**config.mk**
```make
export PLATFORM = sky130hd
export DESIGN_NAME = avg_accel
export DESIGN_NICKNAME = d
export VERILOG_FILES = /design/src/rtl/avg_accel.sv
export SDC_FILE = /design/constraint.sdc
export NUM_CORES = 1
export LEC_CHECK = 0
export ABC_AREA = 1
export BUFFER_PORTS_ARGS = -buffer_cell sky130_fd_sc_hd__buf_2
export CAP_MARGIN = 20
export CELL_PAD_IN_SITES_DETAIL_PLACEMENT = 1
export CELL_PAD_IN_SITES_GLOBAL_PLACEMENT = 1
export CORE_UTILIZATION = 38
export DETAILED_ROUTE_END_ITERATION = 10
export PLACE_DENSITY_LB_ADDON = 0.1
export SYNTH_ARGS = -nofsm -noshare
export SYNTH_HDL_FRONTEND = slang
export SYNTH_SLANG_ARGS = --single-unit
```
**constraint.sdc**
```tcl
create_clock -name Clk -period 1.9 [get_ports Clk]
set_input_delay 0.095 -clock Clk [delete_from_list [all_inputs] [get_ports Clk]]
set_output_delay 0.095 -clock Clk [all_outputs]
set_load 0.02 [all_outputs]
```
**src/rtl/avg_accel.sv**
```systemverilog
// avg_accel: mean of N big-endian 8.8 values read from data memory, written back as floor(sum/N).
module avg_accel #(
  parameter int ADDR_W = 10,
  parameter int SUM_W = 24
) (
  input  logic              Clk,
  input  logic              Reset,
  input  logic              Start,
  output logic              Ack,
  output logic [ADDR_W-1:0] MemAddr,
  output logic              MemRead,
  output logic              MemWrite,
  output logic [7:0]        MemDataOut,
  input  logic [7:0]        MemDataIn
);
  localparam int CW = $clog2(SUM_W);
  typedef enum logic [3:0] {IDLE, ARM, RD_N, RD_HI, RD_LO, DIV, WR_HI, WR_LO, DONE} state_t;
  state_t state_q, state_d;
  logic [7:0] n_q, n_d, hi_q, hi_d, rem_q, rem_d, dout_q, dout_d;
  logic [SUM_W-1:0] sum_q, sum_d;
  logic [CW-1:0] cnt_q, cnt_d;
  logic [ADDR_W-1:0] addr_q, addr_d;
  logic [8:0] rem_s, rem_n;
  logic ge, ack_q, ack_d, rd_q, rd_d, wr_q, wr_d;
  // The address register doubles as the operand pointer; after the reads it sits at 2N+1.
  always_comb begin
    state_d = state_q;
    n_d = n_q;
    hi_d = hi_q;
    sum_d = sum_q;
    rem_d = rem_q;
    cnt_d = cnt_q;
    addr_d = addr_q;
    rem_s = {rem_q, sum_q[SUM_W-1]};
    ge = rem_s >= {1'b0, n_q};
    rem_n = ge ? rem_s - {1'b0, n_q} : rem_s;
    case (state_q)
      IDLE: begin
        addr_d = '0;
        state_d = Start ? ARM : IDLE;
      end
      ARM: begin
        addr_d = '0;
        state_d = Start ? ARM : RD_N;
      end
      RD_N: begin
        n_d = MemDataIn;
        sum_d = '0;
        rem_d = '0;
        cnt_d = '0;
        addr_d = addr_q + 1'b1;
        state_d = (MemDataIn == 8'd0) ? WR_HI : RD_HI;
      end
      RD_HI: begin
        hi_d = MemDataIn;
        addr_d = addr_q + 1'b1;
        state_d = RD_LO;
      end
      RD_LO: begin
        sum_d = sum_q + SUM_W'({hi_q, MemDataIn});
        addr_d = addr_q + 1'b1;
        state_d = (addr_q == ADDR_W'({n_q, 1'b0})) ? DIV : RD_HI;
      end
      DIV: begin
        sum_d = {sum_q[SUM_W-2:0], ge};
        rem_d = rem_n[7:0];
        cnt_d = cnt_q + 1'b1;
        state_d = (cnt_q == CW'(SUM_W - 1)) ? WR_HI : DIV;
      end
      WR_HI: begin
        addr_d = addr_q + 1'b1;
        state_d = WR_LO;
      end
      WR_LO: state_d = DONE;
      DONE: state_d = Start ? ARM : DONE;
      default: state_d = IDLE;
    endcase
    // Strobes and write data are registered alongside the state they belong to.
    rd_d = state_d inside {RD_N, RD_HI, RD_LO};
    wr_d = state_d inside {WR_HI, WR_LO};
    dout_d = (state_d == WR_HI) ? sum_d[15:8] : (state_d == WR_LO) ? sum_d[7:0] : 8'd0;
    ack_d = (state_q == DONE) && !Start;
  end
  always_ff @(posedge Clk) begin
    if (Reset) begin
      state_q <= IDLE;
      n_q <= '0;
      hi_q <= '0;
      sum_q <= '0;
      rem_q <= '0;
      cnt_q <= '0;
      addr_q <= '0;
      dout_q <= '0;
      ack_q <= 1'b0;
      rd_q <= 1'b0;
      wr_q <= 1'b0;
    end else begin
      state_q <= state_d;
      n_q <= n_d;
      hi_q <= hi_d;
      sum_q <= sum_d;
      rem_q <= rem_d;
      cnt_q <= cnt_d;
      addr_q <= addr_d;
      dout_q <= dout_d;
      ack_q <= ack_d;
      rd_q <= rd_d;
      wr_q <= wr_d;
    end
  end
  assign Ack = ack_q;
  assign MemAddr = addr_q;
  assign MemRead = rd_q;
  assign MemWrite = wr_q;
  assign MemDataOut = dout_q;
endmodule
```
Yosys cells after proc, flatten, opt, wreduce, memory -nomap -nowiden
Index checks and enable logic that the tools add are counted.
{ "classes": {"addsub": 4, "n_lt_le_gt_ge": 1, "eq_ne": 15, "n_mux": 14, "reduce_logical": 11} }
{ "ops": {"columns": ["op", "n"], "rows": [
  ["$pmux 24 s3", 1],
  ["$pmux 4 s9", 1],
  ["$eq 4x3->1 const B", 7],
  ["$add 24x16->24", 1],
  ["$mux 8", 3],
  ["$pmux 10 s2", 1],
  ["$eq 4x2->1 const B", 4],
  ["$pmux 8 s2", 1],
  ["$add 10x1->10 const B", 1],
  ["$eq 10x9->1", 1],
  ["$pmux 5 s2", 1],
  ["$ge 9x8->1", 1],
  ["$logic_not 8->1", 1],
  ["$sub 8x8->8", 1],
  ["$mux 3", 2],
  ["$reduce_bool 2->1", 3],
  ["$reduce_bool 3->1", 2],
  ["$add 5x1->5 const B", 1],
  ["$eq 5x5->1 const B", 1],
  ["$eq 4x1->1 const B", 1],
  ["$eq 4x4->1 const B", 1],
  ["$logic_not 4->1", 1],
  ["$mux 2", 2],
  ["$mux 4", 1],
  ["5 further kinds", 5]
]} }
{ "word_totals": {"regBits": 78, "output_inout_bits": 21, "elab_cells": 57} }

Logic depth before layout (Yosys ltp)
Gate-level depths: netlist of the first run.
{ "logic_depth": {"depth_word": 6, "ltp_mapped": 14, "mapped_depth_nobuf": 14} }

Worst setup path before layout of the first run
No wires, ideal clock.
{ "synth_timing": {"path_type": "reg2reg", "start": "reg n_q[6]", "end": "reg rem_q[7]", "setup_ps": 132, "arrival_ps": 1660, "path_slack_ps": 108, "stages_incl_launch_ff": 12, "path_buffers": 0, "synth_period_minus_slack_ps": 1792, "cell_sequence": "dfxtp_1 > inv_1 > ha_1 > a21o_1 > nand2_1 > nand2_1 > a21oi_2 > nand2_2 > nand2_1 > nand2_1 > o21ai_0 > a21oi_1"} }
{ "synth_via": {"elab_chain_len": 3, "word_cells_on_any_way": 4} }
{ "synth_lines": {"columns": ["item", "line_no", "source"], "rows": [
  ["start, declared", "19", "logic [7:0] n_q, n_d, hi_q, hi_d, rem_q, rem_d, dout_q, dout_d;"],
  ["start signal, assigned", "99", "n_q <= n_d;"],
  ["$sub 8x8->8 / $ge 9x8->1 (equally long branches)", "36, 35", null],
  ["$mux 8 *", "36", "rem_n = ge ? rem_s - {1'b0, n_q} : rem_s;"],
  ["$pmux 8 s2 *", "37", "case (state_q)"],
  ["end signal, assigned", "102", "rem_q <= rem_d;"],
  ["end, declared", "19", null]
]} }
Every way passes the cells marked *; elsewhere a longest branch is shown, timed or not.
A chain may end at the register's enable or synchronous reset.

Final worst setup path of the first run
{ "layout_timing": {"start": "reg sum_q[4]", "end": "reg dout_q[6] (netlist: MemDataOut[6])"} }
{ "layout_via": {"elab_chain_len": 4} }
{ "layout_lines": {"columns": ["item", "line_no", "source"], "rows": [
  ["start, declared", "20", "logic [SUM_W-1:0] sum_q, sum_d;"],
  ["start signal, assigned", "101", "sum_q <= sum_d;"],
  ["$add 24x16->24 *", "60", "sum_d = sum_q + SUM_W'({hi_q, MemDataIn});"],
  ["$pmux 24 s3 *", "37", null],
  ["$mux 8", "81", "dout_d = (state_d == WR_HI) ? sum_d[15:8] : (state_d == WR_LO) ? sum_d[7:0] : 8'd0;"],
  ["$mux 8 *", "81", null],
  ["end signal, assigned", "105", "dout_q <= dout_d;"],
  ["end, declared", "19", null]
]} }
Marks and branches as above.

==> results of run 1 <==
==> worst min-delay path: stages <==
cell                      delay, ps
sky130_fd_sc_hd__buf_2           90
sky130_fd_sc_hd__inv_1           50
sky130_fd_sc_hd__nand4_1        100
sky130_fd_sc_hd__nor2_1          50
==> power by group through the flow <==
stage               Clock [uW]  Sequential [uW]  Combinational (uW)
floorplan                    0             1760                 545
global placement             0             1770                 855
detailed placement           0             1770                 888
CTS                       1660             1740                 909
global route              1720             1760                1090
finish                    1620             1750                 992
==> final timing paths <==
path	from	to	slack (ps)
setup / recovery	sum_q[4]	MemDataOut[6]	60
hold / removal	Start	Ack	80
setup reg to reg	sum_q[4]	MemDataOut[6]	60
hold reg to reg	cnt_q[0]	cnt_q[0]	460
==> logic make-up after synthesis <==
logic type	synth area share, %
xor+xnor	0.964
flops	28.7
compound gates	13.7
simple gates	37.4
buf+inv	12.6
fa+ha+maj	6.70
==> area by class of cell <==
| class | instances | area share [%] |
|---|---|---|
| inverters | 151 | 8.05 |
| flip-flops and latches | 78 | 22.2 |
| clock inverters | 3 | 0.298 |
| clock buffers | 12 | 3.45 |
| repair buffers | 120 | 11.8 |
| multi-input cells | 649 | 51.0 |
| well taps | 180 | 3.16 |
==> flip-flops by register name, indices dropped and copies added, names as in the netlist <==
signal and flops:
Ack 1, cnt_q 5, rem_q 8, MemRead 1, state_q 4, MemAddr 10
MemWrite 1, MemDataOut 8, hi_q 8, sum_q 24, n_q 8
==> Yosys cell counts, drive strengths merged <==
master	n	area, um2
ha	26	325
inv	151	569
o21bai	5	37.5
xor2	4	35.0
and2	2	12.5
o221ai	2	17.5
nand3	80	413
or2	1	6.26
nand3b	8	60.1
o22ai	2	12.5
nor3	6	30.0
fa	2	40.0
nor2	84	348
o21ai	55	287
dfxtp	78	1560
a32oi	1	8.76
clkbuf	8	31.3
buf	11	85.1
a22oi	1	7.51
xnor2	2	17.5
nand2	284	1080
a21o	1	7.51
a31oi	2	12.5
o21a	1	7.51
a211oi	2	15.0
nand4	14	87.6
a21oi	64	332
==> cell usage in the layout (no fill, tap or decap), drive strengths merged, types with 2 or more instances in the layout <==
master	n
o221ai	2
xor2	4
a31oi	2
buf	120
o21ai	55
clkinv	2
fa	2
dfxtp	78
xnor2	2
o21bai	5
nand3	80
nand2	284
o22ai	2
and2	2
inv	151
nor2	84
a21oi	64
ha	26
nor3	6
clkbuf	12
a211oi	2
nand3b	8
nand4	14
==> through the flow <==
step	setup TNS, ps	area [um2]	util, %
4_1_cts	0	6740	48.4
3_5_place_dp	-929	6340	45.5
6_report	0	7140	51.2
5_1_grt	-203	7140	51.2
2_1_floorplan	0	5450	-
3_3_place_gp	-364	6340	45.5
==> per-layer routing <==
metal,vias up,wire length [um],track usage (%)
li1,3068,-,-
met1,2948,9350,35.4
met2,107,10200,49.8
met3,40,509,3.28
met4,0,687,13.2
met5,-,0,0
==> repair_timing <==
action                     CTS  global route
setup endpoints to repair   20            36
hold buffers                 0             0
buffers inserted             2             3
gates resized for setup     24            91
pin swaps                    4            14
==> results_tabular.tex, run 1 <==
\begin{tabular}{lr}
\hline
Metric & Value \\
\hline
\multicolumn{2}{l}{\textbf{Placed design}} \\
Placer congestion estimate & 0.928 \\
Post-Place Cells & 1,173 \\
Count of buffers inserted at the top-level ports & 31 \\
Estimated wirelength of the detail-placed design & 16.1 mm \\
Post-Place Setup Slack & -206 ps \\
\multicolumn{2}{l}{\textbf{Timing}} \\
Endpoints failing setup & 0 \\
Worst-case headroom to the max-slew limit & between 50\% and 60\% \\
Number of max-slew violations in the final report & 0 \\
Unrepaired setup endpoints after global routing & true \\
Post-route clock skew & 8.27 ps \\
Worst Hold Slack & 79.2 ps \\
Maximum clock frequency & about 0.54 GHz \\
Min Tclk post-route & $\sim$1800 ps \\
Final Worst Setup Slack & 58.2 ps \\
Tightest Pin Transition & just over 600 ps \\
Post-route clock period utilization & 96.9\% \\
Final number of hold-violating endpoints & 0 \\
\multicolumn{2}{l}{\textbf{Setup path}} \\
Cell count along the critical path & 11 \\
Critical path capture point type & flop \\
Path type of the worst setup path & flop to flop \\
Slowest stage delay, CP & 390 ps \\
Register-to-Register Path Depth & 11 \\
Critical Path Source Type & flop \\
WP data arrival & roughly 2100 ps \\
Worst-path cell chain & ha\_4 -> buf\_4 -> nand2\_1 -> inv\_1 -> nand2\_2 -> nand3\_4 -> a21oi\_1 -> o21ai\_0 -> a21oi\_2 -> nand2\_1 -> nand2\_1 \\
Critical Path Most Common Cell & sky130\_fd\_sc\_hd\_\_nand2\_1 \\
Biggest fanout along the worst timing path & 5 \\
Standard cell with the maximum stage delay on the critical path & sky130\_fd\_sc\_hd\_\_dfxtp\_1 \\
Data required time at the worst endpoint & $\sim$2200 ps \\
Worst Path Buf+Inv & 2 \\
Cell class contributing the biggest share of worst-path delay & simple AND/OR/NAND/NOR gates \\
\multicolumn{2}{l}{\textbf{Hold path}} \\
Hold WC Path Type & input pin to flop \\
Cell depth of the worst min-delay path & 4 \\
\multicolumn{2}{l}{\textbf{Pwr}} \\
Switching part of the total power & between 30\% and 40\% \\
Switch Pwr & 1350 uW \\
Clock power frac & 37.1\% \\
Max VDD drop & about 0.42 mV \\
PD cells & 611 nW/um2 \\
Sequential Power Share & about 40\% \\
Comb pwr share & 22.8\% \\
Total internal power & 3010 uW \\
LEAKAGE & approximately 0.0035 uW \\
Power, Total & 4360 uW \\
\multicolumn{2}{l}{\textbf{Clock tree}} \\
Max Buffers Root-to-Sink & 2 \\
Root buf cell & sky130\_fd\_sc\_hd\_\_clkbuf\_16 \\
Total clock buffers created by CTS & 9 \\
Count of clock tree sinks & 78 \\
Clock tree from TritonCTS & built \\
Register clock-pin slew on the reported worst setup and hold paths & 60 ps \\
Clock latency at the later pin of the worst-skew pair & 350 ps \\
H-Tree Level Count & 3 \\
\multicolumn{2}{l}{\textbf{Route}} \\
Average vias per placed instance & 5.17 \\
Average wire length per cell after detail routing & 17.4 um \\
ANT nets after route & 0 \\
Total via count in the routed design & 6,163 \\
Final wirelength & between 20 and 25 mm \\
Post-route DRC violation count & 0 \\
Iteration-0 DRC Markers & 213 \\
1st-pass router iterations & 5 \\
\multicolumn{2}{l}{\textbf{Final layout}} \\
Proportion of layout cells with a drive suffix above 1 & 25.3\% \\
Final Net Count & 1,048 \\
Antenna diodes & 0 \\
Filler cells & 1,888 \\
Area taken by multi-input logic gates & 3640 um2 \\
Final cell count without fillers & 1,193 \\
Area grow syn2layout & 31.0\% \\
Area of all sequential standard cells & 1590 um2 \\
\multicolumn{2}{l}{\textbf{Die}} \\
CORE AREA & 13,900 um2 \\
I/O pin count & 32 \\
Effective utilization at floorplan & 39.1\% \\
Horizontal extent of the die & 122 um \\
Die area & 14,800 um2 \\
Placement row count & 43 \\
Die height & about 120 um \\
\multicolumn{2}{l}{\textbf{GRT}} \\
Maximum number of pins on one net before global-route repair & 31 \\
Global route overflow & 0 \\
Overall routing resource usage & 28.8\% \\
Wire length of the first global-routing pass & 32.6 mm \\
Initial antenna violation count & 0 \\
Vias in the first global route & 6,452 \\
\multicolumn{2}{l}{\textbf{Job}} \\
Number of violations of the max-capacitance limit & 0 \\
\multicolumn{2}{l}{\textbf{Yosys}} \\
Flop and latch count out of synthesis & 78 \\
Synthesized netlist net count & 936 \\
Sequential element share of the synthesized area & 28.7\% \\
Yosys Warn Count & 0 \\
Synthesized area per cell & $\sim$6.1 um2 \\
Netlist cell types & 39 \\
Instance count of the mapped netlist & 897 \\
Summed instance area of the synthesized netlist & between 5000 and 6000 um2 \\
\multicolumn{2}{l}{\textbf{Run status}} \\
Status & finished, final reports clean \\
\hline
\end{tabular}
Note: power is estimated with default switching activity, not from simulation.
==> run 2, diff against run 1 <==
- BUFFER_PORTS_ARGS: -buffer_cell sky130_fd_sc_hd__buf_2 -> unset
- DONT_BUFFER_PORTS: unset -> 1
- GPL_TIMING_DRIVEN: unset -> 0
- HOLD_SLACK_MARGIN: unset -> 0.12
==> results_tabular.tex, run 2 (synthesized netlist as in run 1, its figures left out) <==
\begin{tabular}{lr}
\hline
Metric & Value \\
\hline
\multicolumn{2}{l}{\textbf{Setup path}} \\
Register-to-Register Path Depth & 10 (-1) \\
Worst Path Buf+Inv & 2 (unchanged) \\
Data required time at the worst endpoint & 2110 ps (-80 ps) \\
Critical Path Source Type & flop \\
Worst r2r src & n\_q[5] \\
Biggest fanout along the worst timing path & 6 (+1) \\
Crit. Startpoint & n\_q[5] \\
Path type of the worst setup path & flop to flop \\
Internal reg-to-reg setup slack & 20 ps (-40 ps) \\
WP data arrival & 2090 ps (-40 ps) \\
Reg2Reg Capture Point & rem\_q[0] \\
Worst-path cell chain & inv\_1 -> ha\_4 -> nand2\_2 -> nor3\_4 -> nand2\_8 -> buf\_4 -> nand2\_4 -> nand2\_1 -> nand3\_1 -> a21oi\_1 \\
Slowest stage delay, CP & 340 ps (-50 ps) \\
Critical path capture point type & flop \\
Cell class contributing the biggest share of worst-path delay & simple AND/OR/NAND/NOR gates \\
Standard cell with the maximum stage delay on the critical path & sky130\_fd\_sc\_hd\_\_ha\_4 \\
Cell count along the critical path & 10 (-1) \\
End point of the critical path & rem\_q[0] \\
\multicolumn{2}{l}{\textbf{Hold path}} \\
Worst Hold Launch & MemDataIn[6] \\
Cell depth of the worst min-delay path & 3 (-1) \\
Hold WC Path Type & input pin to flop \\
\multicolumn{2}{l}{\textbf{Route}} \\
Post-route DRC violation count & 0 (unchanged) \\
Average wire length per cell after detail routing & 19.4 um (+12\%) \\
Total via count in the routed design & 6,077 (-1.4\%) \\
Final wirelength & 21.7 mm (+4.9\%) \\
1st-pass router iterations & 4 (-1) \\
ANT nets after route & 0 (unchanged) \\
Iteration-0 DRC Markers & 371 (+74\%) \\
Average vias per placed instance & 5.42 (+4.9\%) \\
\multicolumn{2}{l}{\textbf{Clock tree}} \\
Clock tree from TritonCTS & built \\
Total clock buffers created by CTS & 9 (unchanged) \\
Register clock-pin slew on the reported worst setup and hold paths & 60 ps (about the same) \\
Count of clock tree sinks & 78 (unchanged) \\
Clock latency at the later pin of the worst-skew pair & 360 ps (about the same) \\
Max Buffers Root-to-Sink & 2 (unchanged) \\
Root buf cell & sky130\_fd\_sc\_hd\_\_clkbuf\_16 \\
H-Tree Level Count & 3 (unchanged) \\
\multicolumn{2}{l}{\textbf{Pwr}} \\
Total internal power & 2970 uW (-1.2\%) \\
Comb pwr share & 23.7\% (+0.9 points) \\
PD cells & 655 nW/um2 (+7.2\%) \\
Max VDD drop & 0.385 mV (-7.5\%) \\
Switch Pwr & 1510 uW (+11\%) \\
Clock power frac & 37.0\% (about the same) \\
Sequential Power Share & 39.3\% (-0.9 points) \\
Switching part of the total power & 33.6\% (+2.6 points) \\
LEAKAGE & 0.00312 uW (-11\%) \\
\multicolumn{2}{l}{\textbf{Placed design}} \\
Placer congestion estimate & 0.923 (-0.54\%) \\
Estimated wirelength of the detail-placed design & 15.5 mm (-3.5\%) \\
Count of buffers inserted at the top-level ports & 0 (-100\%) \\
Post-Place Setup Slack & -462 ps (-256 ps) \\
\multicolumn{2}{l}{\textbf{Final layout}} \\
Register containing the most flip-flops in the final layout & sum\_q \\
Max FFs per register & 24 (unchanged) \\
Proportion of layout cells with a drive suffix above 1 & 20.9\% (-4.3 points) \\
Filler cells & 1,853 (-1.9\%) \\
Most used cells in the layout excluding fill and tap cells & 250 x sky130\_fd\_sc\_hd\_\_nand2\_1, 134 x sky130\_fd\_sc\_hd\_\_inv\_1, 66 x sky130\_fd\_sc\_hd\_\_nand3\_1 \\
Antenna diodes & 0 (unchanged) \\
Most frequent standard cell in the layout excluding fill and tap cells & sky130\_fd\_sc\_hd\_\_nand2\_1 \\
Final Net Count & 975 (-7.0\%) \\
Area grow syn2layout & 25.4\% \\
\multicolumn{2}{l}{\textbf{Timing}} \\
Unrepaired setup endpoints after global routing & true \\
Endpoints failing setup & 0 (unchanged) \\
Min Tclk post-route & 1880 ps (+42.7 ps) \\
Post-route clock skew & 11.9 ps (+3.60 ps) \\
Worst-case headroom to the max-slew limit & 38.3\% (-21 points) \\
Tightest Pin Transition & 925 ps (+312 ps) \\
Maximum clock frequency & 0.531 GHz (-2.3\%) \\
Number of max-slew violations in the final report & 0 (unchanged) \\
Worst Hold Slack & 148 ps (+68.5 ps) \\
Post-route clock period utilization & 99.2\% (+2.2 points) \\
Final number of hold-violating endpoints & 0 (unchanged) \\
Final Worst Setup Slack & 15.5 ps (-42.7 ps) \\
\multicolumn{2}{l}{\textbf{GRT}} \\
Initial antenna violation count & 0 (unchanged) \\
Vias in the first global route & 6,243 (-3.2\%) \\
Global route overflow & 0 (unchanged) \\
Overall routing resource usage & 29.5\% (+0.72 points) \\
Maximum number of pins on one net before global-route repair & 14 (-55\%) \\
Wire length of the first global-routing pass & 32.9 mm (+1.1\%) \\
\multicolumn{2}{l}{\textbf{Die}} \\
Die area & 14,800 um2 (unchanged) \\
Effective utilization at floorplan & 39.1\% (unchanged) \\
Placement row count & 43 (unchanged) \\
Horizontal extent of the die & 122 um (unchanged) \\
I/O pin count & 32 (unchanged) \\
Die height & 122 um (unchanged) \\
CORE AREA & 13,900 um2 (unchanged) \\
\multicolumn{2}{l}{\textbf{Job}} \\
Number of violations of the max-capacitance limit & 0 (unchanged) \\
\multicolumn{2}{l}{\textbf{Run status}} \\
Status & finished, final reports clean \\
\hline
\end{tabular}
[run 2: worst min-delay path: cells and delay by family]
family	cells	cell delay [ps]
adders and majority gates	1	140
AOI/OAI and AO/OA	2	220
[run 2: power groups by stage]
stage          registers, uW  logic, uW  clock network (uW)
5_1_grt                 1760       1150                1750
3_3_place_gp            1780        718                   0
6_report                1760       1060                1660
3_5_place_dp            1780        742                   0
2_1_floorplan           1760        545                   0
4_1_cts                 1750        861                1670
[run 2: repair_timing]
item                                    CTS  global route
resized for setup                        48           115
hold buffers                             10             0
gates cloned                              0             1
hold endpoints to repair                 25             0
endpoints found under the setup margin   27            36
buffers inserted                          6            11
pin swaps                                 8            24
[run 2: layout make-up]
type                    instances  area (um2)  area share [%]
multi-input cells             650        3820            55.9
clock buffers                  11         233            3.40
repair buffers                 27         231            3.39
inverters                     151         569            8.33
plain buffers                  19         120            1.76
flip-flops and latches         78        1600            23.4
well taps                     180         225            3.29
clock inverters                 5        36.3           0.531
[run 2: worst min path at each step]
stage,end
4_1_cts,sum_q[0]
6_report,sum_q[6]
5_1_grt,sum_q[6]
2_1_floorplan,sum_q[3]
3_3_place_gp,sum_q[7]
3_5_place_dp,sum_q[7]
[run 2: routing by layer]
layer,GRT usage [%],vias to the layer above,share of wire (%)
met2,51.6,148,50
met1,36.1,2948,43
met4,10.9,0,3.4
met5,0,-,0
li1,-,2932,-
met3,4.59,49,3.7
[run 2: through the flow]
step | setup TNS (ps) | area (um2) | total power, uW | util (%) | std cells
CTS | 0 | 6280 | 4280 | 45.1 | 1109
floorplan | 0 | 5450 | 2310 | - | 897
global route | -210 | 6840 | 4660 | 49.1 | 1121
finish | 0 | 6840 | 4480 | 49.1 | 1121
global placement | -3190 | 5680 | 2500 | 40.7 | 1077
detailed placement | -4010 | 5680 | 2520 | 40.7 | 1077
